==> config.mk <==
export PLATFORM = sky130hd
export DESIGN_NAME = decoder_nbit_pulse_flat
export DESIGN_NICKNAME = d
export VERILOG_FILES = /design/src/rtl/decoder_nbit_pulse_if.sv /design/src/rtl/decoder_nbit_pulse.sv /design/src/flat_wrapper.sv
export SDC_FILE = /design/constraint.sdc
export NUM_CORES = 1
export LEC_CHECK = 0
export ABC_AREA = 1
export BUFFER_PORTS_ARGS = -buffer_cell sky130_fd_sc_hd__buf_2
export CAP_MARGIN = 20
export CORE_ASPECT_RATIO = 0.7
export CORE_MARGIN = 4
export CORE_UTILIZATION = 45
export CTS_BUF_LIST = sky130_fd_sc_hd__clkbuf_16
export CTS_CLUSTER_DIAMETER = 200
export DETAILED_ROUTE_END_ITERATION = 7
export PLACE_DENSITY = 0.69
export SYNTH_ARGS = -nofsm -noshare
export SYNTH_HDL_FRONTEND = slang
export SYNTH_SLANG_ARGS = --single-unit
==> constraint.sdc <==
create_clock -name clk -period 1.6 [get_ports clk]
set_input_delay 0.16 -clock clk [delete_from_list [all_inputs] [get_ports clk]]
set_output_delay 0.16 -clock clk [all_outputs]
set_load 0.1 [all_outputs]
==> src/rtl/decoder_nbit_pulse_if.sv <==
// Handshake and output bundle for the timed one-hot decoder.
// The master side presents indices; the slave side is the decoder itself.
interface decoder_nbit_pulse_if #(
    parameter int N      = 3,
    parameter int HOLD_W = 4
);
    logic              in_valid;
    logic              in_ready;
    logic [N-1:0]      a;
    logic [HOLD_W-1:0] hold;
    logic              en;
    logic [2**N-1:0]   y;
    logic              busy;
    logic              done;

    modport master (
        output in_valid, a, hold, en,
        input  in_ready, y, busy, done
    );

    modport slave (
        input  in_valid, a, hold, en,
        output in_ready, y, busy, done
    );
endinterface

==> src/rtl/decoder_nbit_pulse.sv <==
// Registered binary-to-one-hot decoder: each accepted index drives one bit of y
// for max(hold,1) enabled cycles, then y clears and done pulses.
module decoder_nbit_pulse #(
    parameter int N      = 3,
    parameter int HOLD_W = 4
) (
    input logic                  clk,
    input logic                  rst_n,
    decoder_nbit_pulse_if.slave  bus
);
    localparam int W = 2**N;
    localparam logic [W-1:0]      ONE_Y   = W'(1);
    localparam logic [HOLD_W-1:0] ONE_CNT = HOLD_W'(1);

    typedef enum logic {ST_IDLE, ST_ACTIVE} state_t;

    state_t            r_state, w_state_nxt;
    logic [HOLD_W-1:0] r_cnt, w_cnt_nxt;
    logic [N-1:0]      r_idx, w_idx_nxt;
    logic [W-1:0]      r_y, w_y_nxt;
    logic              r_busy, w_busy_nxt;
    logic              r_done, w_done_nxt;

    logic              w_ready;
    logic              w_accept;
    logic [HOLD_W-1:0] w_hold_ld;
    logic [W-1:0]      w_y_new;
    logic [W-1:0]      w_y_idx;

    // Ready in IDLE, or on the final enabled cycle so a new index follows with no gap.
    assign w_ready   = (r_state == ST_IDLE) || (bus.en && (r_cnt == ONE_CNT));
    assign w_accept  = bus.in_valid && w_ready;
    assign w_hold_ld = (bus.hold == '0) ? ONE_CNT : bus.hold;
    assign w_y_new   = ONE_Y << bus.a;
    assign w_y_idx   = ONE_Y << r_idx;

    // NOTE: every next-state signal gets a default first so no path can infer a latch.
    always_comb begin
        w_state_nxt = r_state;
        w_cnt_nxt   = r_cnt;
        w_idx_nxt   = r_idx;
        w_y_nxt     = r_y;
        w_busy_nxt  = r_busy;
        w_done_nxt  = 1'b0;

        case (r_state)
            ST_IDLE: begin
                w_y_nxt = '0;
                if (w_accept) begin
                    w_idx_nxt   = bus.a;
                    w_cnt_nxt   = w_hold_ld;
                    w_busy_nxt  = 1'b1;
                    w_state_nxt = ST_ACTIVE;
                    w_y_nxt     = bus.en ? w_y_new : '0;
                end
            end
            ST_ACTIVE: begin
                if (!bus.en) begin
                    w_y_nxt = '0;
                end else if (r_cnt == ONE_CNT) begin
                    w_done_nxt = 1'b1;
                    if (w_accept) begin
                        w_idx_nxt = bus.a;
                        w_cnt_nxt = w_hold_ld;
                        w_y_nxt   = w_y_new;
                    end else begin
                        w_cnt_nxt   = '0;
                        w_y_nxt     = '0;
                        w_busy_nxt  = 1'b0;
                        w_state_nxt = ST_IDLE;
                    end
                end else begin
                    w_cnt_nxt = r_cnt - ONE_CNT;
                    w_y_nxt   = w_y_idx;
                end
            end
            default: w_state_nxt = ST_IDLE;
        endcase
    end

    // NOTE: state registers use non-blocking assignments so all update together at the edge.
    always_ff @(posedge clk or negedge rst_n) begin
        if (!rst_n) begin
            r_state <= ST_IDLE;
            r_cnt   <= '0;
            r_idx   <= '0;
            r_y     <= '0;
            r_busy  <= 1'b0;
            r_done  <= 1'b0;
        end else begin
            r_state <= w_state_nxt;
            r_cnt   <= w_cnt_nxt;
            r_idx   <= w_idx_nxt;
            r_y     <= w_y_nxt;
            r_busy  <= w_busy_nxt;
            r_done  <= w_done_nxt;
        end
    end

    assign bus.in_ready = w_ready;
    assign bus.y        = r_y;
    assign bus.busy     = r_busy;
    assign bus.done     = r_done;
endmodule

==> src/flat_wrapper.sv <==
// flat-port wrapper written by rule: the top's interface ports become plain ports
module decoder_nbit_pulse_flat 
#(
    parameter int N      = 3,
    parameter int HOLD_W = 4
)
  (clk, rst_n, bus_in_valid, bus_a, bus_hold, bus_en, bus_in_ready, bus_y, bus_busy, bus_done);
  decoder_nbit_pulse_if #(.N(N), .HOLD_W(HOLD_W)) bus_i ();
  input logic clk;
  input logic rst_n;
  input wire logic [$bits(bus_i.in_valid)-1:0] bus_in_valid;
  input wire logic [$bits(bus_i.a)-1:0] bus_a;
  input wire logic [$bits(bus_i.hold)-1:0] bus_hold;
  input wire logic [$bits(bus_i.en)-1:0] bus_en;
  output wire logic [$bits(bus_i.in_ready)-1:0] bus_in_ready;
  output wire logic [$bits(bus_i.y)-1:0] bus_y;
  output wire logic [$bits(bus_i.busy)-1:0] bus_busy;
  output wire logic [$bits(bus_i.done)-1:0] bus_done;
  assign bus_i.in_valid = bus_in_valid;
  assign bus_i.a = bus_a;
  assign bus_i.hold = bus_hold;
  assign bus_i.en = bus_en;
  assign bus_in_ready = bus_i.in_ready;
  assign bus_y = bus_i.y;
  assign bus_busy = bus_i.busy;
  assign bus_done = bus_i.done;
  decoder_nbit_pulse #(.N(N), .HOLD_W(HOLD_W)) u_core (.clk(clk), .rst_n(rst_n), .bus(bus_i));
endmodule
==> results of run 1 <==
## worst min-delay path by stage
stage	startpoint	to	slack, ns	cells past startpoint
6_report	bus_a[0]	u_core.r_idx[0]	0.21	3
5_1_grt	bus_a[0]	u_core.r_idx[0]	0.22	3
4_1_cts	bus_a[0]	u_core.r_idx[0]	0.20	3
3_5_place_dp	rst_n	u_core.bus.y[6]	0.12	1
3_3_place_gp	rst_n	u_core.bus.y[1]	0.11	1
2_1_floorplan	rst_n	u_core.bus.busy	-0.14	0
## metal layers
layer	vias up	part of all wire
met5	-	0
li1	450	-
met3	0	0.074
met2	29	0.44
met1	398	0.49
met4	0	0
## logic make-up (layout without fill, tap and decap cells)
| logic type | after synthesis | count (layout) | synth area share |
|---|---|---|---|
| buffers and inverters | 22 | 49 | 0.08487 |
| adders and majority gates | 2 | 2 | 0.02460 |
| and+or+nand+nor | 77 | 77 | 0.3973 |
| DFF | 18 | 18 | 0.4428 |
| AOI/OAI and AO/OA | 8 | 8 | 0.05043 |
## cell usage in the layout (no fill, tap or decap), types with 2 or more instances in the layout
| cell | synthesis | layout |
|---|---|---|
| nand2_1 | 34 | 34 |
| buf_2 | 0 | 20 |
| dfrtp_1 | 18 | 18 |
| inv_1 | 15 | 15 |
| nand3_1 | 13 | 13 |
| nor2_1 | 11 | 11 |
| nand4_1 | 5 | 5 |
| a21oi_1 | 5 | 5 |
| inv_2 | 4 | 4 |
| nand2_2 | 4 | 4 |
| nor2_4 | 3 | 3 |
| clkbuf_16 | 0 | 3 |
| buf_4 | 1 | 3 |
| nand2_4 | 2 | 2 |
| clkinv_1 | 2 | 2 |
| o21ai_1 | 2 | 2 |
## worst max-delay path: cells and delay by family (launching register included)
family,cells,cell delay [ns]
DFF,1,0.39
buffers and inverters,2,0.32
AOI/OAI and AO/OA,1,0.19
adders and majority gates,1,0.15
and+or+nand+nor,1,0.09
## sequential cells by signal, indices dropped and copies added, names as in the netlist
register / cells
u_core.bus.y: 8
u_core.r_cnt: 4
u_core.r_idx: 3
u_core.bus.busy: 1
u_core.bus.done: 1
u_core.r_state: 1
## through the flow
stage	power, µW	utilization	instance area (µm²)
2_1_floorplan	1499	-	1020
3_3_place_gp	1682	0.5476	1180
3_5_place_dp	1701	0.5476	1180
4_1_cts	2199	0.5906	1272
5_1_grt	2361	0.5987	1290
6_report	2221	0.5987	1290
## timing repair
action / in CTS / in global routing
hold endpoints to repair: 18 / 0
pin swaps: 1 / 1
cloned: 0 / 0
hold buffers: 1 / 0
setup buffers: 1 / 1
resized for setup: 0 / 1
setup endpoints to repair: 1 / 1
## final cells by class
class,instances,share of cell area
inverter,21,0.06111
clock buffer,3,0.05820
timing repair buffer,25,0.1183
multi-input combinational,87,0.3822
sequential,18,0.3492
tap,32,0.03104
## power breakdown
group / internal (µW) / switching, µW
logic: 266 / 754
clock network: 328 / 152
registers: 593 / 128
==> results.md, run 1 <==
* Outcome: finished, final reports clean
* Number of nets in the synthesized netlist at 140
* Starting density of the core at 0.4721
* Max-slew violation count at 0
* Final Cycle Share at 0.9606
* Max-slew headroom at the worst pin at 0.6760
* Power density over the cells at approximately 1700 nW/µm²
* Post-route ant nets at 0
* Area added between synthesis and finish at 26.81%
* Clk Tree Root Cell: clkbuf_16
* Post-Route Hold Slack at 0.2064 ns
* Layout cell share with drive strength beyond 1 at 0.2987
* Post-synthesis instance area at 1017 µm²
* Sequential cell area in the final layout at 450.4 µm²
* Width of the die at 64.83 µm
* TritonCTS clock tree: yes
* Number of sinks driven by the clock tree at 18
* Register clock-pin slew on the reported worst setup and hold paths at 0.05 ns
* Final Hold Vio Count at 0
* Crit Path Class: flip-flop to output pin
* Global-route wire length before repair at 3.346 mm
* Per-instance average area after synthesis at between 8 and 9 µm²
* Biggest area contributors in the synthesized netlist: dfrtp_1 (44%), nand2_1 (13%), nand3_1 (6.4%)
* Accumulated negative setup slack at 0 ns
* Chain of cells forming the critical path: inv_1, ha_4, nand2_4, o21ai_4, buf_12
* Distinct cell type count after synthesis at 21
* Crit start category: flip-flop
* Initial antenna violation count at 0
* Max Freq at 0.6507 GHz
* Fraction of met1 tracks used by global routing at 0.1876
* Worst clock skew at 0.003314 ns
* Sequential fraction of the synthesis area at 0.4428
* Number of design rule violations left after detail routing at 0
* Number of enable flip-flop cells after synthesis at 0
* Busiest layer in global routing: met2
* Worst Hold Class: primary input to flip-flop
* Nets@finish at 169
* Antenna Cells at 0
* Number of synthesis warnings at 0
* Average vias per placed instance at 4.715
* Worst reg2reg path endpoint: u_core.r_idx[1]
* Placed Cells at 180
* Leakage power at 0.0007270 µW
* Vias in the first global route at 797
* Most repeated cell in the gate-level netlist after synthesis: nand2_1
* Max Cap Violations at 0
* Post-synth top area cell: dfrtp_1
* Minimum setup slack in the final design at 0.06310 ns
* Worst Path Required at 1.44 ns
* Met3 usage at 0.05634
* Full die area at between 3000 and 4000 µm²
* Number of synthesized register bits at 18
* Vias after detailed routing at 877
* Core area at between 2000 and 2500 µm²
* Signal arrival time at the worst endpoint at 1.38 ns
* DPL Wire Length at 1.626 mm
* Worst setup path startpoint: u_core.r_cnt[1]
* Final non-filler cell total at 186
* Slowest Stage Delay on Critical Path at a little under 0.4 ns
* Most frequently used flop master after synthesis: dfrtp_1
* Count of mapped cells out of synthesis at 127
* Standard cell with the maximum stage delay on the critical path: dfrtp_1
* # setup viols final at 0
* Largest net degree at the start of global routing at 19
* Detailed Routing Iterations Pass 1 at 4
* Reg2reg start: u_core.r_cnt[1]
* CTS Buffer Depth at 2
* Global placer's final weighted congestion at 0.8441
* Height of the die at 47.78 µm
* Violation count after the first detailed-routing iteration at 25
* Total gr overflow at 0
* Share of Yosys cell area claimed by the top area cell type at 0.4428
* Worst-path fanout max at 6
* Fin crit period at approximately 1.5 ns
* Detail-routed net length per standard cell at between 10 and 15 µm
* Pre-CTS worst setup slack at 0.2283 ns
* Share of async-settable or async-resettable flops after synthesis at 1.000
* Worst reg2reg path depth at 8
* Overall track demand over capacity in global routing at 0.1443
* CTS H-Tree Depth at 1
* Commonest cells in the synthesized netlist: nand2_1 (34), dfrtp_1 (18), inv_1 (15), nand3_1 (13), nor2_1 (11)
* Total area of multi-input combinational cells at 493.0 µm²
* Endpoint class of the critical path: output pin
* Insertion delay to the later sink of the worst-skew pair at 0.24 ns
* CTS Buf Count at 3
* Filler cell count at 196
* Transition time at the pin with the least slew margin at between 0.4 and 0.5 ns
* GR Layer Usage met2 at 0.2358
* Final wirelength at 2.122 mm
* Core Rows at 14
* VDD IR max at 0.9586 mV
* Register-to-Register Setup Slack at ~0.2 ns
* Number of buffer cells added on primary ports at 21
* I/O pins at 22
* Critical Path End: bus_in_ready
No activity file was read; power rests on OpenSTA's default activity.
==> inputs of run 2 (changes only) <==
--- a/config.mk
+++ b/config.mk
@@ -5,7 +5,7 @@
 export SDC_FILE = /design/constraint.sdc
 export NUM_CORES = 1
 export LEC_CHECK = 0
-export ABC_AREA = 1
+export ABC_AREA = 0
 export BUFFER_PORTS_ARGS = -buffer_cell sky130_fd_sc_hd__buf_2
 export CAP_MARGIN = 20
 export CORE_ASPECT_RATIO = 0.7
@@ -14,7 +14,7 @@
 export CTS_BUF_LIST = sky130_fd_sc_hd__clkbuf_16
 export CTS_CLUSTER_DIAMETER = 200
 export DETAILED_ROUTE_END_ITERATION = 7
-export PLACE_DENSITY = 0.69
+export PLACE_DENSITY = 0.7
 export SYNTH_ARGS = -nofsm -noshare
 export SYNTH_HDL_FRONTEND = slang
 export SYNTH_SLANG_ARGS = --single-unit
==> results.md, run 2 <==
* Most repeated cell in the gate-level netlist after synthesis: dfrtp_1
* Post-route ant nets at 0
* Most frequently used flop master after synthesis: dfrtp_1
* I/O pins at 22
* Worst Path Required at 1.44 ns
* Hold Path Origin: bus_in_valid
* Unrepaired setup endpoints after global routing: true
* Power density over the cells at 1912 nW/µm²
* Global-route wire length before repair at 3.822 mm
* Layout cell share with drive strength beyond 1 at 0.4769
* # setup viols final at 15
* Combinational power share at 0.539
* Violation count after the first detailed-routing iteration at 22
* Max Cap Violations at 0
* Number of synthesized register bits at 18
* Width of the die at between 60 and 70 µm
* Vias after detailed routing at 919
* Worst hold path depth at 3
* Switching power summed over all nets at 1201 µW
* Number of buffer cells added on primary ports at 21
* Internal Power at ~1500 µW
* Register-to-Register Setup Slack at -0.17 ns
* Per-instance average area after synthesis at 10.28 µm²
* Share of async-settable or async-resettable flops after synthesis at 1.000
* Sequential fraction of the synthesis area at 0.4712
* Endpoint class of the critical path: output pin
* End-of-flow core utilization at 0.7259
* Transition time at the pin with the least slew margin at 0.4868 ns
* Number of buffers and inverters on the critical path at 2
* Number of nets in the synthesized netlist at 106
* Full die area at 2937 µm²
* TritonCTS clock tree: yes
* VDD IR max at between 1 and 1.5 mV
* Max-slew headroom at the worst pin at 0.6777
* DPL Wire Length at 1.671 mm
* Number of design rule violations left after detail routing at 0
* Final Hold Vio Count at 0
* Commonest cells in the synthesized netlist: dfrtp_1 (18), inv_1 (9), nand2b_1 (6), o32ai_1 (6)
* Worst reg2reg path depth at 7
* Filler cell count at 128
* Standard cell with the maximum stage delay on the critical path: or3b_4
* CTS Buffer Depth at 2
* Share of Yosys cell area claimed by the top area cell type at 0.4712
* Busiest layer in global routing: met2
* Worst reg2reg path endpoint: u_core.r_cnt[1]
* Placed standard-cell area at 1150 µm²
* Crit-path leading delay family: simple AND/OR/NAND/NOR gates
* Distinct cell type count after synthesis at 33
* Worst-path fanout max at 2
* Met3 usage at 0.04878
* Signal arrival time at the worst endpoint at 1.64 ns
* Area added between synthesis and finish at 46.99%
* Antenna Cells at 0
* Final std cell area, no fill at 1405 µm²
* Max Freq at 0.5570 GHz
* Overall track demand over capacity in global routing at 0.1700
* Chain of cells forming the critical path: inv_2, ha_4, or3b_4, o21ai_4, buf_12
* Overall power after layout at 2687 µW
* Count of mapped cells out of synthesis at between 90 and 100
* WHS Endpoint: u_core.r_state
* CTS H-Tree Depth at 1
* Final non-filler cell total at 152
* Core area at 1936 µm²
* Fraction of met1 tracks used by global routing at 0.2299
* Minimum setup slack in the final design at -0.1954 ns
* Fin crit period at 1.795 ns
* Max-slew violation count at 0
* Worst Hold Class: primary input to flip-flop
* Nets@finish at 144
* Outcome: finished with violations
* Failing checks: negative setup slack
* Biggest area contributors in the synthesized netlist: dfrtp_1 (47%), o32ai_1 (5.5%), nand2b_1 (3.9%)
* Largest net degree at the start of global routing at 19
* Final Cycle Share at 1.122
* Post-synth top area cell: dfrtp_1
* CTS Buf Count at 3
* Largest register FFs at 8
* Detailed Routing Iterations Pass 1 at 4
* Leakage power at 0.0006619 µW
* Clk Tree Root Cell: clkbuf_16
* GR Layer Usage met2 at 0.2704
* Switching share of total power at 0.4469
* Starting density of the core at 0.4939
* Number of enable flip-flop cells after synthesis at 0
* Placed Cells at roughly 140
* Slowest Stage Delay on Critical Path at 0.40 ns
* Post-synthesis instance area at 955.9 µm²
* Register clock-pin slew on the reported worst setup and hold paths at 0.05 ns
* Clock network fraction of design power at 0.184
* Vias in the first global route at 853
* Height of the die at about 47 µm
* Leading cell type in the layout, fill and taps excluded: buf_2
* Commonest cells after routing, fill and taps aside: buf_2 (20), dfrtp_1 (17), buf_4 (13), inv_1 (9)
* Pre-CTS worst setup slack at -0.003526 ns
* Reg2reg start: u_core.r_cnt[0]
* Core Rows at 13
* Number of sinks driven by the clock tree at 18
* Number of synthesis warnings at 0
* Worst clock skew at 0.007908 ns
* Crit start category: flip-flop
* Global placer's final weighted congestion at between 0.9 and 1
* Total gr overflow at 0
* Initial antenna violation count at 0
* Average vias per placed instance at 6.046
* Detail-routed net length per standard cell at 17.01 µm
* Seq pwr share at 0.277
* Final wirelength at 2.586 mm
* Insertion delay to the later sink of the worst-skew pair at 0.25 ns
* Crit Path Class: flip-flop to output pin
-- run 2: cell types whose count changed in the layout (fill, tap and decap cells not counted), moves of 6 or more --
| cell | delta |
|---|---|
| nand3_1 | -10 |
| nand2_1 | -29 |
| nor2_1 | -7 |
| inv_1 | -6 |
| buf_4 | +10 |
| nand2b_1 | +6 |
| o32ai_2 | +6 |
-- run 2: how the worst max path moves through the flow --
stage | cells after the start | start | end
after floorplan | 5 | u_core.r_cnt[1] | u_core.r_state
after global placement | 5 | u_core.r_cnt[1] | bus_in_ready
after detailed placement | 5 | u_core.r_cnt[1] | u_core.r_cnt[0]
after CTS | 5 | u_core.r_cnt[1] | bus_in_ready
after global routing | 5 | u_core.r_cnt[1] | bus_in_ready
final | 5 | u_core.r_cnt[1] | bus_in_ready
-- run 2: cell type report --
type / count / area (µm²) / share of cell area
Multi-Input combinational cell: 63 / 574.3 / 0.4087
Sequential cell: 18 / 451.7 / 0.3215
Timing Repair Buffer: 36 / 239.0 / 0.1701
Clock buffer: 3 / 75.07 / 0.05343
Inverter: 9 / 33.78 / 0.02404
Tap cell: 22 / 27.53 / 0.01959
Clock inverter: 1 / 3.754 / 0.002671
-- run 2: kinds of logic (layout without fill, tap and decap cells) --
group | after synthesis | in the layout | share of synthesized area
muxes | 3 | 3 | 0.03534
DFF | 18 | 18 | 0.4712
and+or+nand+nor | 34 | 34 | 0.2160
buffers and inverters | 12 | 49 | 0.05235
AOI/OAI and AO/OA | 24 | 24 | 0.1990
adders and majority gates | 2 | 2 | 0.02617
-- run 2: power groups by stage --
stage | clock network (µW) | logic, µW | registers [µW]
after floorplan | 0 | 485 | 1130
after global placement | 0 | 1140 | 726
after detailed placement | 0 | 1160 | 733
after CTS | 501 | 1230 | 727
after global routing | 527 | 1520 | 765
final | 495 | 1450 | 743
-- run 2: tightest hold or removal path, stage by stage --
cell and delay, ns:
buf_2 0.08, inv_1 0.06, nand2_1 0.07
-- run 2: routing by layer --
metal / part of all wire / vias to the layer above
li1: - / 430
met4: 0.0058 / 0
met1: 0.44 / 445
met5: 0 / -
met3: 0.075 / 2
met2: 0.48 / 42
-- run 2: per-stage QoR --
stage	TNS, ns	hold slack, ns
6_report	-1.385	0.1580
5_1_grt	-2.024	0.1645
4_1_cts	-0.3522	0.1560
3_5_place_dp	-0.004918	0.1088
3_3_place_gp	0	0.1026
2_1_floorplan	-0.3834	-0.1356
-- run 2: timing repair --
action / in CTS / in global routing
gates cloned: 0 / 0
endpoints found under the hold margin: 18 / 0
buffers inserted: 5 / 4
setup endpoints to repair: 5 / 16
hold buffers: 1 / 0
resized for setup: 1 / 17
pin swaps: 4 / 4
==> inputs of run 3 (changes only) <==
--- a/config.mk
+++ b/config.mk
@@ -9,12 +9,12 @@
 export BUFFER_PORTS_ARGS = -buffer_cell sky130_fd_sc_hd__buf_2
 export CAP_MARGIN = 20
 export CORE_ASPECT_RATIO = 0.7
-export CORE_MARGIN = 4
 export CORE_UTILIZATION = 45
 export CTS_BUF_LIST = sky130_fd_sc_hd__clkbuf_16
 export CTS_CLUSTER_DIAMETER = 200
 export DETAILED_ROUTE_END_ITERATION = 7
-export PLACE_DENSITY = 0.7
+export MAX_ROUTING_LAYER = met4
+export PLACE_DENSITY = 0.72
 export SYNTH_ARGS = -nofsm -noshare
 export SYNTH_HDL_FRONTEND = slang
 export SYNTH_SLANG_ARGS = --single-unit
==> constraint.sdc (replaced) <==
create_clock -name clk -period 1.65 [get_ports clk]
set_input_delay 0.165 -clock clk [delete_from_list [all_inputs] [get_ports clk]]
set_output_delay 0.165 -clock clk [all_outputs]
set_load 0.1 [all_outputs]
==> results.md, run 3 (same netlist as run 2, synthesis figures left out) <==
* CTS Buf Count at 3
* Final Hold Vio Count at 0
* Area added between synthesis and finish at 37.30%
* Leading cell type in the layout, fill and taps excluded: buf_2
* Overall track demand over capacity in global routing at 0.2457
* Endpoint class of the critical path: output pin
* Layout cell share with drive strength beyond 1 at 0.4065
* Total gr overflow at 0
* Pre-CTS worst setup slack at -0.02153 ns
* I/O pins at 22
* Final wirelength at 2.502 mm
* VDD IR max at 1.117 mV
* Global placer's final weighted congestion at approximately 0.84
* Placed standard-cell area at 1120 µm²
* Max-slew headroom at the worst pin at 0.6750
* Worst setup path startpoint: u_core.r_cnt[1]
* Width of the die at about 57 µm
* Detail-routed net length per standard cell at 17.26 µm
* Power density over the cells at 1900 nW/µm²
* Global-route wire length before repair at 3.795 mm
* Core area at 1919 µm²
* Number of sinks driven by the clock tree at 18
* Unrepaired setup endpoints after global routing: true
* CTS Buffer Depth at 2
* Worst clock skew at about 0.0074 ns
* Fin crit period at 1.806 ns
* Core Rows at 13
* Insertion delay to the later sink of the worst-skew pair at 0.25 ns
* Average vias per placed instance at 6.041
* Largest net degree at the start of global routing at 19
* Detailed Routing Iterations Pass 1 at 6
* Post-route ant nets at 0
* Signal arrival time at the worst endpoint at 1.64 ns
* Final non-filler cell total at 145
* Violation count after the first detailed-routing iteration at 59
* Minimum setup slack in the final design at -0.1558 ns
* Worst-path fanout max at 3
* Starting density of the core at 0.4980
* Height of the die at 40.56 µm
* TritonCTS clock tree: yes
* # setup viols final at 4
* Reg2reg start: u_core.r_cnt[1]
* Accumulated negative setup slack at -0.2736 ns
* Transition time at the pin with the least slew margin at 0.4909 ns
* Final std cell area, no fill at 1313 µm²
* Largest register FFs at 8
* Filler cell count at 151
* CTS H-Tree Depth at 1
* Crit start category: flip-flop
* Final Cycle Share at 1.094
* Max Freq at 0.5538 GHz
* Leakage power at between 0.0006 and 0.0007 µW
* Worst Hold Class: primary input to flip-flop
* Max Cap Violations at 0
* Number of design rule violations left after detail routing at 6
* Vias after detailed routing at 876
* Outcome: finished with violations
* Register clock-pin slew on the reported worst setup and hold paths at 0.05 ns
* Commonest cells after routing, fill and taps aside: buf_2 (20), dfrtp_1 (17), inv_1 (8), nand2b_1 (6), buf_4 (6)
* Vias in the first global route at 782
* Failing checks: design-rule violations, negative setup slack
* Antenna Cells at 0
* Hold Path Origin: bus_a[1]
* Placed Cells at 134
* Number of buffer cells added on primary ports at 21
* Crit Path Class: flip-flop to output pin
* Full die area at 2315 µm²
* Max-slew violation count at 0
* Initial antenna violation count at 0
* Worst Path Required at about 1.5 ns
* DPL Wire Length at between 1.5 and 2 mm
* Nets@finish at around 140
* Clk Tree Root Cell: clkbuf_16
-- run 3: changes by cell type in the layout (fill, tap and decap cells not counted), sizes merged --
cell    previous run  this run
clkinv             0         1
inv               10         9
buf               35        28
-- run 3: power breakdown --
part / internal (µW) / total [µW] / switching, µW / leakage [µW]
combinational: 452 / 1280 / 830 / 0.000350
clock: 322 / 489 / 167 / 0.0000385
sequential: 584 / 723 / 138 / 0.000227
total: 1360 / 2490 / 1140 / 0.000615
-- run 3: per-layer routing --
metal,wire [µm],vias up,GRT usage
met5,0,-,-
met2,1113,40,0.3647
met1,1136,414,0.3084
met3,222,6,0.09355
met4,29,0,0.09146
li1,-,416,-
-- run 3: critical path: stages, from the launching register on --
cell and delay, ns:
dfrtp_1 0.39, inv_2 0.08, ha_4 0.13, or3b_4 0.40
o21ai_4 0.18, buf_12 0.19
-- run 3: path summary, 6_finish.rpt --
kind / endpoint / slack (ns) / depth (start not counted)
hold reg to reg: u_core.bus.busy / 0.57 / 2
min in group asynchronous: u_core.bus.y[4] / 0.36 / 2
setup / recovery: bus_in_ready / -0.16 / 5
max in group asynchronous: u_core.r_cnt[0] / 0.99 / 2
hold / removal: u_core.r_idx[1] / 0.18 / 2
setup reg to reg: u_core.bus.y[0] / -0.05 / 6
-- run 3: cell type report --
class / instances / area [µm²] / area share
multi-input cells: 63 / 534.3 / 0.4071
flip-flops and latches: 18 / 451.7 / 0.3441
repair buffers: 29 / 186.4 / 0.1420
clock buffers: 3 / 75.07 / 0.05720
inverters: 9 / 33.78 / 0.02574
well taps: 22 / 27.53 / 0.02097
clock inverters: 1 / 3.754 / 0.002860
-- run 3: what timing repair did --
| action | 4_1_cts | 5_1_grt |
|---|---|---|
| buffers inserted | 6 | 1 |
| gates resized for setup | 3 | 9 |
| pin swaps | 5 | 3 |
| endpoints found under the setup margin | 4 | 11 |
| hold endpoints to repair | 18 | 0 |
| hold buffers | 1 | 0 |
-- run 3: through the flow --
stage                     total power (µW)    util  hold slack, ns
after global placement                1768  0.5834          0.1096
after detailed placement              1811  0.5834          0.1130
after CTS                             2415  0.6630          0.1907
final                                 2494  0.6838          0.1805
after global routing                  2616  0.6838          0.1850
after floorplan                       1570       -         -0.1306
